==> src/rtl/arf132b192e1r1w0cbbehcaa4acw_wr_arb.sv <==
// Round-robin write-port arbiter for the 192x132 latch register file.
// One-stage registered write pipe with out-of-range drop and read bypass.
module arf132b192e1r1w0cbbehcaa4acw_wr_arb #(
  parameter int NUM_REQ = 4,
  parameter int ENTRIES = 192,
  parameter int AW      = 8,
  parameter int DW      = 132
) (
  input  logic                 clk,
  input  logic                 rst_b,
  input  logic [NUM_REQ-1:0]   req_vld,
  input  logic [NUM_REQ*AW-1:0] req_addr,
  input  logic [NUM_REQ*DW-1:0] req_data,
  output logic [NUM_REQ-1:0]   req_rdy,
  input  logic                 wr_hold,
  output logic                 wr_en,
  output logic [AW-1:0]        wr_addr,
  output logic [DW-1:0]        wr_data,
  input  logic                 rd_en,
  input  logic [AW-1:0]        rd_addr,
  output logic                 rd_byp,
  output logic [DW-1:0]        rd_byp_data,
  output logic                 err_oor,
  output logic [2:0]           err_id
);

  logic [2:0]    ptr;
  logic [2:0]    ptr_nxt;
  logic [2:0]    gnt_id;
  logic [2:0]    idx;
  logic [3:0]    sum;
  logic [7:0]    vld8;
  logic          found;
  logic          grant;
  logic [AW-1:0] sel_addr;
  logic [DW-1:0] sel_data;
  logic          in_range;

  assign vld8 = 8'(req_vld);

  // Search upward from the pointer, wrapping at NUM_REQ.
  always_comb begin
    found  = 1'b0;
    gnt_id = 3'd0;
    sum    = 4'd0;
    idx    = 3'd0;
    for (int k = 0; k < NUM_REQ; k++) begin
      sum = {1'b0, ptr} + 4'(k);
      if (sum >= 4'(NUM_REQ)) begin
        sum = sum - 4'(NUM_REQ);
      end
      idx = sum[2:0];
      if (!found && vld8[idx]) begin
        found  = 1'b1;
        gnt_id = idx;
      end
    end
  end

  assign grant = found & ~wr_hold & rst_b;

  always_comb begin
    req_rdy = '0;
    for (int i = 0; i < NUM_REQ; i++) begin
      req_rdy[i] = grant & (gnt_id == 3'(i));
    end
  end

  always_comb begin
    sel_addr = '0;
    sel_data = '0;
    for (int i = 0; i < NUM_REQ; i++) begin
      if (gnt_id == 3'(i)) begin
        sel_addr = req_addr[i*AW +: AW];
        sel_data = req_data[i*DW +: DW];
      end
    end
  end

  assign in_range = ({1'b0, sel_addr} < (AW+1)'(ENTRIES));

  assign ptr_nxt = (gnt_id == 3'(NUM_REQ-1)) ? 3'd0 : gnt_id + 3'd1;

  // Address/data only load on an accepted in-range write to avoid toggling.
  always_ff @(posedge clk or negedge rst_b) begin
    if (!rst_b) begin
      ptr     <= 3'd0;
      wr_en   <= 1'b0;
      wr_addr <= '0;
      wr_data <= '0;
      err_oor <= 1'b0;
      err_id  <= 3'd0;
    end else begin
      wr_en   <= 1'b0;
      err_oor <= 1'b0;
      if (grant) begin
        ptr <= ptr_nxt;
        if (in_range) begin
          wr_en   <= 1'b1;
          wr_addr <= sel_addr;
          wr_data <= sel_data;
        end else begin
          err_oor <= 1'b1;
          err_id  <= gnt_id;
        end
      end
    end
  end

  // Latch write is not visible until the low phase ends, so forward it.
  assign rd_byp      = rd_en & wr_en & (rd_addr == wr_addr);
  assign rd_byp_data = wr_data;

endmodule

==> config.mk <==
export PLATFORM = sky130hd
export DESIGN_NAME = arf132b192e1r1w0cbbehcaa4acw_wr_arb
export DESIGN_NICKNAME = d
export VERILOG_FILES = /design/src/rtl/arf132b192e1r1w0cbbehcaa4acw_wr_arb.sv
export SDC_FILE = /design/constraint.sdc
export NUM_CORES = 1
export LEC_CHECK = 0
export ABC_CLOCK_PERIOD_IN_PS = 5300
export BUFFER_PORTS_ARGS = -buffer_cell sky130_fd_sc_hd__buf_4
export CAP_MARGIN = 0
export CORE_AREA = 2 2 335 337
export CTS_CLUSTER_SIZE = 8
export DETAILED_ROUTE_END_ITERATION = 12
export DIE_AREA = 0 0 337 339
export PLACE_DENSITY_LB_ADDON = 0.1
export SETUP_SLACK_MARGIN = 0.02
export SKIP_CTS_REPAIR_TIMING = 1
export SLEW_MARGIN = 20
export SYNTH_ARGS = -nofsm -noshare
export SYNTH_HDL_FRONTEND = slang
export SYNTH_SLANG_ARGS = --single-unit
==> constraint.sdc <==
create_clock -name clk -period 5.3 [get_ports clk]
set_input_delay 0.53 -clock clk [delete_from_list [all_inputs] [get_ports clk]]
set_output_delay 0.53 -clock clk [all_outputs]
set_load 0.02 [all_outputs]
==> After elaboration in Yosys (flattened, before gate mapping) <==
Index checks and enable logic that the tools add are counted.
{ "op_classes": {"mux": 33, "n_eq_ne": 4, "n_lt_le_gt_ge": 9, "add_sub_neg": 8, "n_bitwise": 10, "reduce_logical": 9} }
{ "ops": {"columns": ["op", "n"], "rows": [
  ["132-bit 2-to-1 mux", 4],
  ["8-bit 2-to-1 mux", 4],
  ["3-bit 2-to-1 mux", 9],
  ["3-bit by 4-bit < comparator with 1-bit output (second input constant)", 4],
  ["1-bit binary-select mux with 3-bit select", 4],
  ["4-bit by 3-bit greater-or-equal comparator with 1-bit output (second input constant)", 3],
  ["1-bit 2-to-1 mux", 12],
  ["3-bit subtractor (second input constant)", 4],
  ["3-bit by 2-bit adder with 4-bit output (second input constant)", 2],
  ["1-bit bitwise AND", 8],
  ["8-bit == test", 1],
  ["8-bit < comparator (second input constant)", 1],
  ["3-bit by 2-bit == test with 1-bit output (second input constant)", 2],
  ["3-bit by 1-bit adder with 4-bit output (second input constant)", 1],
  ["2-bit AND reduction", 2],
  ["3-bit by 1-bit adder with 3-bit output (second input constant)", 1],
  ["3-bit by 1-bit == test with 1-bit output (second input constant)", 1],
  ["3-bit greater-or-equal comparator (second input constant)", 1],
  ["1-bit logical AND", 3],
  ["1-bit zero test", 3],
  ["3-bit zero test", 1],
  ["1-bit inverter", 2]
]} }
{ "word_totals": {"input_bits": 576, "register_bits": 148, "output_inout_bits": 282} }

==> Depth between registers and ports, before layout <==
Gate-level depths: netlist (run 1).
{ "logic_depth": {"depth_word": 22, "mapped_depth": 18, "depth_no_buf": 13} }

==> Least setup slack after synthesis (run 1) <==
Ideal clock, no wire load.
{ "synth_timing": {"path_kind": "reg-to-reg", "from": "reg ptr[0]", "to": "reg wr_data[100] (netlist: rd_byp_data[100])", "stages_incl_launch_ff": 19, "slack_ps": 1108, "synth_period_minus_slack_ps": 4192, "t_arrival_ps": 4066, "cell_sequence": "dfrtp_1 > buf_2 > inv_1 > ha_1 > buf_4 > mux4_2 > nand2_1 > nand3_1 > or2_2 > and2_1 > ha_1 > clkbuf_1 > nand3b_1 > a221oi_1 > a32oi_1 > nand2_2 > buf_6 > buf_6 > mux2_4"} }
{ "synth_between": {"elab_chain_len": 21, "word_cells_on_any_way": 53} }
{ "synth_lines": {"columns": ["element", "line_no", "text"], "rows": [
  ["from (decl)", "27", "logic [2:0] ptr;"],
  ["from (signal assigned)", "97", "ptr <= ptr_nxt;"],
  ["parallel branches: the longest is 21 deep, another holds 3-bit by 1-bit adder with 4-bit output", null, null],
  ["to (signal assigned)", "101", "wr_data <= sel_data;"],
  ["to (decl)", "18", "output logic [DW-1:0] wr_data,"]
]} }
Several ways; the timed one is not identified. The select of a mux whose other input is x is not followed.
A chain may end at the register's enable or synchronous reset.

==> Worst setup path after layout (run 1) <==
{ "layout_timing": {"from": "reg ptr[0]", "to": "reg wr_addr[0]"} }
{ "layout_between": {"elab_chain_len": 21, "word_cells_on_any_way": 49} }
{ "layout_lines": {"columns": ["element", "line_no", "text"], "rows": [
  ["parallel branches: the longest is 13 deep, another holds 3-bit by 1-bit adder with 4-bit output", null, null],
  ["3-bit 2-to-1 mux (*)", "53", "if (!found && vld8[idx]) begin"],
  ["net gnt_id[0]", "29", "logic [2:0] gnt_id;"],
  ["3-bit zero test", "73", "if (gnt_id == 3'(i)) begin"],
  ["8-bit 2-to-1 mux (3 in series)", "73", null],
  ["8-bit 2-to-1 mux (*)", "73", null],
  ["8-bit < comparator", "80", "assign in_range = ({1'b0, sel_addr} < (AW+1)'(ENTRIES));"],
  ["2-bit AND reduction (no line)", null, null],
  ["to (signal assigned)", "100", "wr_addr <= sel_addr;"],
  ["to (decl)", "17", "output logic [AW-1:0] wr_addr,"]
]} }
Mark *: on every way through the listed nets, which the timed path passes. The select of a mux whose other input is x is not followed.

==> results.ini, run 1 <==
[outcome]
status = completed

[pwr]
cellPowerDensity_nw_per_um2 = 732
ir_drop_uv = 318
leakage_nw = 8.62

[place]
dp_hpwl_um = 56500
place_congestion = 0.758
dpl-instance-area_um2 = 18300
pre_cts_ws_ps = 475
port_buffers = 857
dp.cells = 3322

[synthesis]
synth_fp_nets = 1760
synth.area.mux_share_pct = 17.1
synth_area_leaders = dfrtp_1 (34%), a221oi_1 (11%), mux2_4 (9.5%)
synthXorXnorAreaFrac_pct = 0.641
yosysWarnings = 0
synth_seq_cells = 148
async_flop_share_pct = 100
synth-edff-count = 0
syn-cell-area_um2 = 10900
synthCells = 1178
yosys.area.top_type = dfrtp_1
synth_compound_area_share_pct = 22.7
syn_area_per_cell_um2 = 9.28
synth_flop_cell = dfrtp_1
synth_cell_type_count = 37
synthSimpleGateAreaFrac_pct = 11.2
synthAdderAreaFrac_pct = 0.686
synth.top_cell.area_share_pct = 33.9
synthTopCellsByCount = dfrtp_1 (148), nor2_1 (140), a221oi_1 (139)
ys_seq_area_share_pct = 33.9
synth_most_common_cell = dfrtp_1
synth_top_family_by_area = compound AO/OA/AOI/OAI gates

[cells_and_area]
area_growth_pct = 72.8
seq_area_um2 = 3700
multi_input_area_um2 = 5780
final_area_um2 = 18900
fin_cells = 3355
drive_gt1_share_pct = 57.7
finalNetCount = 2436
fillers = 12500

[clocking]
cts_inserted_buffers = 17
cts_buffer_depth = 2
path_clk_slew_ps = 70
cts_tree = yes
clk_latency_ps = 490
ctsHtreeMaxLevel = 4
clock-sinks = 148
clock-root-buffer = clkbuf_16

[grt]
antenna_found_initial = 4
grt_pass1_wl_um = 96800
grt_max_degree = 112
gr-usage-all-layers_pct = 11.8
overflow = 0
grt_pass1_vias = 13000

[timing]
finalWorstSetupSlack_ps = 469
skew_ps = 16.6
rsz0062_at_grt = no
finalSetupTns_ps = 0
relSlewSlack_pct = 40.1
post-route-min-period_ps = 4830
worst_pin_slew_ps = 892
hold_violations = 0
fmax_mhz = 207
timing.hold.ws_ps = 370
period_share_pct = 91.1
setup-violations-final = 0
drv_slew = 0

[detailed_routing]
drc = 0
wirelength_um = 69900
vias = 12100
first_pass_iters = 5
ant_nets = 0
drt-initial-drc-count = 408
wl_per_cell_um = 20.8
vias_per_cell = 3.60

[die]
die_y_um = 339
coreArea_um2 = 110000
placementRows = 122
die_w_um = 337
io_pins = 858
dieArea_um2 = 114000
initial_utilization_pct = 9.91

[worst_setup_path]
crit_arrival_ps = 5230
critPathLaunchType = flip-flop
required_ps = 5700
crit_type = flip-flop to flip-flop
critPathMaxFanout = 43
cp-end-kind = flip-flop

[hold_path]
hold_class = input port to flip-flop

[flow_run]
max-cap-violations = 0

## power by group
part           internal, W  switching [W]  total [W]  leakage, nW
registers          0.00168       0.000730    0.00241         1.84
clock network     0.000754       0.000589    0.00134        0.283
logic              0.00428        0.00579     0.0101         6.50
## path summary, 6_finish.rpt
| kind | start | endpoint | slack (ps) | cells after the start |
|---|---|---|---|---|
| worst max-delay path | ptr[0] | wr_addr[0] | 470 | 15 |
| worst max register to register | ptr[0] | wr_addr[0] | 470 | 15 |
| max in group asynchronous | rst_b | rd_byp_data[39] | 3400 | 4 |
| min in group asynchronous | rst_b | rd_byp_data[1] | 490 | 2 |
| worst min register to register | err_id[2] | err_id[2] | 510 | 1 |
| worst min-delay path | req_addr[29] | wr_addr[5] | 370 | 3 |
## kinds of logic (layout without fill, tap and decap cells)
| logic type | Yosys count | after routing |
|---|---|---|
| xor+xnor | 8 | 8 |
| fa+ha+maj | 6 | 6 |
| mux | 141 | 141 |
| buf+inv | 252 | 940 |
| other cells | 0 | 1 |
| compound gates | 315 | 315 |
| flops | 148 | 148 |
| simple gates | 308 | 308 |
## layout make-up
cell class / count / share of cell area [%]
multi-input cells: 778 / 30.6
well taps: 1488 / 9.85
repair buffers: 902 / 36.6
clock buffers: 20 / 2.36
diodes: 1 / 0.0132
clock inverters: 11 / 0.808
flip-flops and latches: 148 / 19.6
inverters: 7 / 0.166
## metal layers
layer / GRT usage, % / vias up / wire (µm)
li1: - / 5582 / -
met1: 12.5 / 6005 / 26000
met2: 23.4 / 456 / 39300
met3: 2.56 / 25 / 3860
met4: 2.71 / 2 / 715
met5: 0 / - / 20
## cell usage in the layout (no fill, tap or decap), types with 4 or more instances in the layout
master	Yosys	layout
a21oi_1	22	22
inv_1	7	6
nand2_1	138	138
mux2_4	69	69
xor2_1	7	7
o21ai_0	4	4
clkbuf_16	0	17
a221oi_1	139	139
mux2_2	67	67
nor3_1	6	6
buf_4	133	889
nand3b_1	4	4
o31ai_1	132	132
dfrtp_1	148	148
a31oi_1	10	10
buf_12	0	11
nor2b_1	5	4
nor2_1	140	140
and2_1	6	6
## per-stage QoR
stage / power, W / util [%]
4_1_cts: 0.0143 / 17.1
2_1_floorplan: 0.00863 / -
5_1_grt: 0.0149 / 17.1
3_3_place_gp: 0.0129 / 16.6
3_5_place_dp: 0.0129 / 16.6
6_report: 0.0138 / 17.1
## registers in the layout, summed over array words and instances, names as in the netlist
register,flops
err_id,3
err_oor,1
ptr,3
rd_byp_data,132
wr_addr,8
wr_en,1
## worst max-delay path, stage by stage, from the launching register on
cell and delay (ps):
dfrtp_1 600, inv_1 140, ha_1 470, mux4_2 550, o21ai_0 190, nand2_1 70
a32oi_1 200, buf_4 190, inv_1 90, ha_4 270, inv_6 210, buf_4 530
nor2_1 150, nor3_1 750, a21oi_1 70, a31oi_1 190
Note: power is estimated with default switching activity, not from simulation.
==> inputs of run 2 (changes only) <==
--- a/config.mk
+++ b/config.mk
@@ -6,7 +6,7 @@
 export NUM_CORES = 1
 export LEC_CHECK = 0
 export ABC_CLOCK_PERIOD_IN_PS = 5300
-export BUFFER_PORTS_ARGS = -buffer_cell sky130_fd_sc_hd__buf_4
+export BUFFER_PORTS_ARGS = -buffer_cell sky130_fd_sc_hd__buf_2
 export CAP_MARGIN = 0
 export CORE_AREA = 2 2 335 337
 export CTS_CLUSTER_SIZE = 8
==> results.ini, run 2 (synthesis results as in run 1) <==
[grt]
grt_use_met2_pct = 21.6
grt_pass1_vias = 12900
antenna_found_initial = 26
gr-usage-met3_pct = 2.94
gr-usage-all-layers_pct = 11.2
grt_max_degree = 155
met1_usage_pct = 11.6
overflow = 0
grt_pass1_wl_um = 91400
top_usage_layer = met2

[timing]
post-route-min-period_ps = 4840
skew_ps = 13.2
finalWorstSetupSlack_ps = 464
period_share_pct = 91.3
worst_pin_slew_ps = 891
finalSetupTns_ps = 0
setup-violations-final = 0
fmax_mhz = 207
rsz0062_at_grt = no
drv_slew = 0
hold_violations = 0
relSlewSlack_pct = 40.6

[clocking]
cts_inserted_buffers = 17
ctsHtreeMaxLevel = 4
cts_buffer_depth = 2
clk_latency_ps = 490
clock-root-buffer = clkbuf_16
path_clk_slew_ps = 70
clock-sinks = 148
cts_tree = yes

[detailed_routing]
vias_per_cell = 3.62
wl_per_cell_um = 19.7
wirelength_um = 66300
ant_nets = 0
drt-initial-drc-count = 471
vias = 12200
drc = 0
first_pass_iters = 5

[place]
port_buffers = 857
place_congestion = 0.767
dp.cells = 3325
dp_hpwl_um = 52700
pre_cts_ws_ps = 420

[die]
die_w_um = 337
placementRows = 122
die_y_um = 339
dieArea_um2 = 114000
initial_utilization_pct = 9.91
coreArea_um2 = 110000
io_pins = 858

[worst_setup_path]
required_ps = 5730
r2r-start = ptr[0]
crit_arrival_ps = 5260
startpoint = ptr[0]
r2r_slack_ps = 460
slowest_stage = dfrtp_1
cp-end-kind = flip-flop
critPathMaxFanout = 45
crit_type = flip-flop to flip-flop
endpoint = rd_byp_data[47]
critPathLaunchType = flip-flop
reg2reg_depth = 14
slowest_delay_ps = 590
crit_chain = inv_1 -> ha_1 -> mux4_2 -> nand2_1 -> nand3_1 -> or2_2 -> and2_1 -> ha_4 -> buf_4 -> nor2b_4 -> buf_12 -> a221oi_1 -> o31ai_1 -> mux2_4
reg2reg_to = rd_byp_data[47]

[cells_and_area]
fin_cells = 3365
area_growth_pct = 52.6
finalNetCount = 2439
largest_reg_flops = 132
layout_commonest_cell = buf_2
final_cell_mix = buf_2 (856), dfrtp_1 (148), nor2_1 (140), a221oi_1 (139), nand2_1 (138)
drive_gt1_share_pct = 57.5

[hold_path]
hold_class = input port to flip-flop

[pwr]
leakage_nw = 7.94
cellPowerDensity_nw_per_um2 = 763
total_power_w = 0.0127
ir_drop_uv = 546

[flow_run]
max-cap-violations = 0

[outcome]
status = completed

==> run 2: cell count changes in the layout (fill, tap and decap cells not counted), sizes merged <==
cell / previous run / this run
clkinvlp: 3 / 1
inv: 9 / 7
bufinv: 3 / 1
clkbuf: 21 / 26
diode: 1 / 9
buf: 900 / 903
==> run 2: layout make-up <==
| cell class | instances | area (µm²) |
|---|---|---|
| diodes | 9 | 22.5 |
| clock buffers | 25 | 475 |
| clock inverters | 5 | 52.6 |
| fillers | 12700 | 93700 |
| inverters | 7 | 31.3 |
| multi-input cells | 778 | 5780 |
| flip-flops and latches | 148 | 3700 |
| well taps | 1488 | 1860 |
| repair buffers | 905 | 4760 |
==> run 2: worst min-delay path by stage <==
stage | from | to | slack (ps) | cells after the start
after floorplan | rst_b | err_id[0] | 230 | 0
after global placement | err_id[2] | err_id[2] | 490 | 1
after detailed placement | err_id[2] | err_id[2] | 480 | 1
after CTS | rst_b | rd_byp_data[1] | -20 | 1
after global routing | req_addr[26] | wr_addr[2] | 320 | 3
final | req_addr[26] | wr_addr[2] | 350 | 3
==> run 2: routing by layer <==
metal	vias to the layer above	part of all wire [%]	routed length, µm
met5	-	0.23	155
met4	26	1.8	1160
met1	5968	37	24700
met2	514	55	36300
met3	71	6.0	3950
li1	5604	-	-
==> run 2: per-stage QoR <==
stage	hold WS, ps	cell area [µm²]	utilization (%)
floorplan	234	10900	-
global placement	494	16100	14.6
detailed placement	483	16100	14.6
CTS	-22.7	16700	15.1
global route	318	16700	15.1
finish	353	16700	15.1
==> run 2: report_power, final <==
part	leakage [nW]	switching [W]	internal [W]	total, W
registers	1.84	0.000676	0.00168	0.00236
clock network	0.257	0.000534	0.000661	0.00119
logic	5.84	0.00555	0.00363	0.00918
total	7.94	0.00676	0.00598	0.0127
==> run 2: critical path, delay by kind of cell, from the launching register on <==
family	cells	cell delay, ps
fa+ha+maj	2	670
compound gates	2	600
mux	2	780
flops	1	590
simple gates	5	1340
buf+inv	3	700
==> inputs of run 3 (changes only) <==
--- a/config.mk
+++ b/config.mk
@@ -12,6 +12,7 @@
 export CTS_CLUSTER_SIZE = 8
 export DETAILED_ROUTE_END_ITERATION = 12
 export DIE_AREA = 0 0 337 339
+export GPL_TIMING_DRIVEN = 0
 export PLACE_DENSITY_LB_ADDON = 0.1
 export SETUP_SLACK_MARGIN = 0.02
 export SKIP_CTS_REPAIR_TIMING = 1
==> results.ini, run 3 (synthesis results as in run 1) <==
[grt]
grt_max_degree = 71
grt_pass1_wl_um = 105000
grt_pass1_vias = 13700
overflow = 0
gr-usage-all-layers_pct = 13.2
antenna_found_initial = 22

[detailed_routing]
wl_per_cell_um = 21.8
first_pass_iters = 7
vias_per_cell = 3.63
wirelength_um = 78000
drc = 0
vias = 12900
ant_nets = 0
drt-initial-drc-count = 391

[place]
dpl-instance-area_um2 = 17300
port_buffers = 857
dp_hpwl_um = 66100
place_congestion = 0.823
pre_cts_ws_ps = -797

[die]
io_pins = 858
placementRows = 122
initial_utilization_pct = 9.91
die_y_um = 339
die_w_um = 337
coreArea_um2 = 110000
dieArea_um2 = 114000

[clocking]
ctsHtreeMaxLevel = 4
clock-root-buffer = clkbuf_16
clk_latency_ps = 500
cts_inserted_buffers = 17
path_clk_slew_ps = 70
cts_tree = yes
clock-sinks = 148
cts_buffer_depth = 2

[pwr]
ir_drop_uv = 263
leakage_nw = 8.76
cellPowerDensity_nw_per_um2 = 796

[cells_and_area]
largest_reg_flops = 132
area_growth_pct = 65.3
finalNetCount = 2642
layout_commonest_cell = buf_2
final_cell_mix = buf_2 (865), dfrtp_1 (148), nor2_1 (140), nand2_1 (138)
drive_gt1_share_pct = 59.1
utilization_pct = 16.4
final_area_um2 = 18100

[timing]
drv_slew = 0
period_share_pct = 95.1
setup-violations-final = 0
hold_violations = 0
fmax_mhz = 198
finalWorstSetupSlack_ps = 262
relSlewSlack_pct = 28.9
finalSetupTns_ps = 0
skew_ps = 15.0
rsz0062_at_grt = yes
worst_pin_slew_ps = 1070
post-route-min-period_ps = 5040
timing.hold.ws_ps = 353

[worst_setup_path]
required_ps = 4770
cp-end-kind = output port
crit_chain = buf_2 -> inv_1 -> ha_1 -> buf_4 -> mux4_2 -> nand2_1 -> nand3_1 -> or2_2 -> nand2_1 -> ha_2 -> buf_2 -> clkbuf_2 -> and2_1 -> buf_2
slowest_delay_ps = 520
path_delay_family = buffers and inverters
critPathMaxFanout = 10
r2r_slack_ps = 340
critPathLaunchType = flip-flop
crit_top_cell = buf_2
path_buf_inv = 6
crit_type = flip-flop to output port
slowest_stage = mux4_2
crit_arrival_ps = 4510

[hold_path]
hold_class = input port to flip-flop

[flow_run]
max-cap-violations = 0

[outcome]
status = completed

run 3: cell count changes in the layout (fill, tap and decap cells not counted), sizes merged:
cell	change
clkinvlp	-1
diode	+4
bufinv	+1
buf	+114
clkinv	+3
clkbuf	+86
run 3: area by class of cell:
| type | count | area (µm²) |
|---|---|---|
| antenna | 13 | 32.5 |
| buffer | 243 | 1530 |
| clock buffer | 22 | 484 |
| clock inverter | 8 | 101 |
| fill | 12700 | 92300 |
| inverter | 7 | 26.3 |
| multi-input combinational | 778 | 5850 |
| sequential | 148 | 3700 |
| tap | 1488 | 1860 |
| timing repair buffer | 865 | 4490 |
run 3: final timing paths:
| kind | from | endpoint | cells past startpoint |
|---|---|---|---|
| min in group asynchronous | rst_b | rd_byp_data[1] | 2 |
| max reg2reg | ptr[0] | rd_byp_data[47] | 17 |
| min | wr_hold | ptr[2] | 3 |
| max in group asynchronous | rst_b | rd_byp_data[77] | 3 |
| max | ptr[0] | req_rdy[2] | 14 |
| min reg2reg | err_id[2] | err_id[2] | 1 |
run 3: power by group:
part           internal [W]  leakage, nW  switching, W  total, W
Combinational       0.00423         6.63       0.00648    0.0107
Clock              0.000736        0.292      0.000580   0.00132
Sequential          0.00168         1.84      0.000687   0.00237
Total               0.00665         8.76       0.00775    0.0144
run 3: per-stage QoR:
| stage | cells | power, W |
|---|---|---|
| after CTS | 3560 | 0.0147 |
| after global placement | 3523 | 0.0132 |
| final | 3572 | 0.0144 |
| after global routing | 3566 | 0.0155 |
| after floorplan | 1178 | 0.00863 |
| after detailed placement | 3530 | 0.0133 |
run 3: routing by layer:
metal  share of wire (%)  global-route usage (%)  routed length [µm]  vias up
met5                0.13                       0                 103        -
met4                 1.7                    3.70                1320       18
met3                 5.9                    3.03                4600       70
met2                  53                    24.5               41100      540
met1                  40                    14.8               30900     6292
li1                    -                       -                   -     6029
run 3: tightest hold or removal path: cells and delay by family:
kind                   cells  cell delay, ps
AO/OA/AOI/OAI              1              70
buffers and inverters      1             100
AND/OR/NAND/NOR            1             110
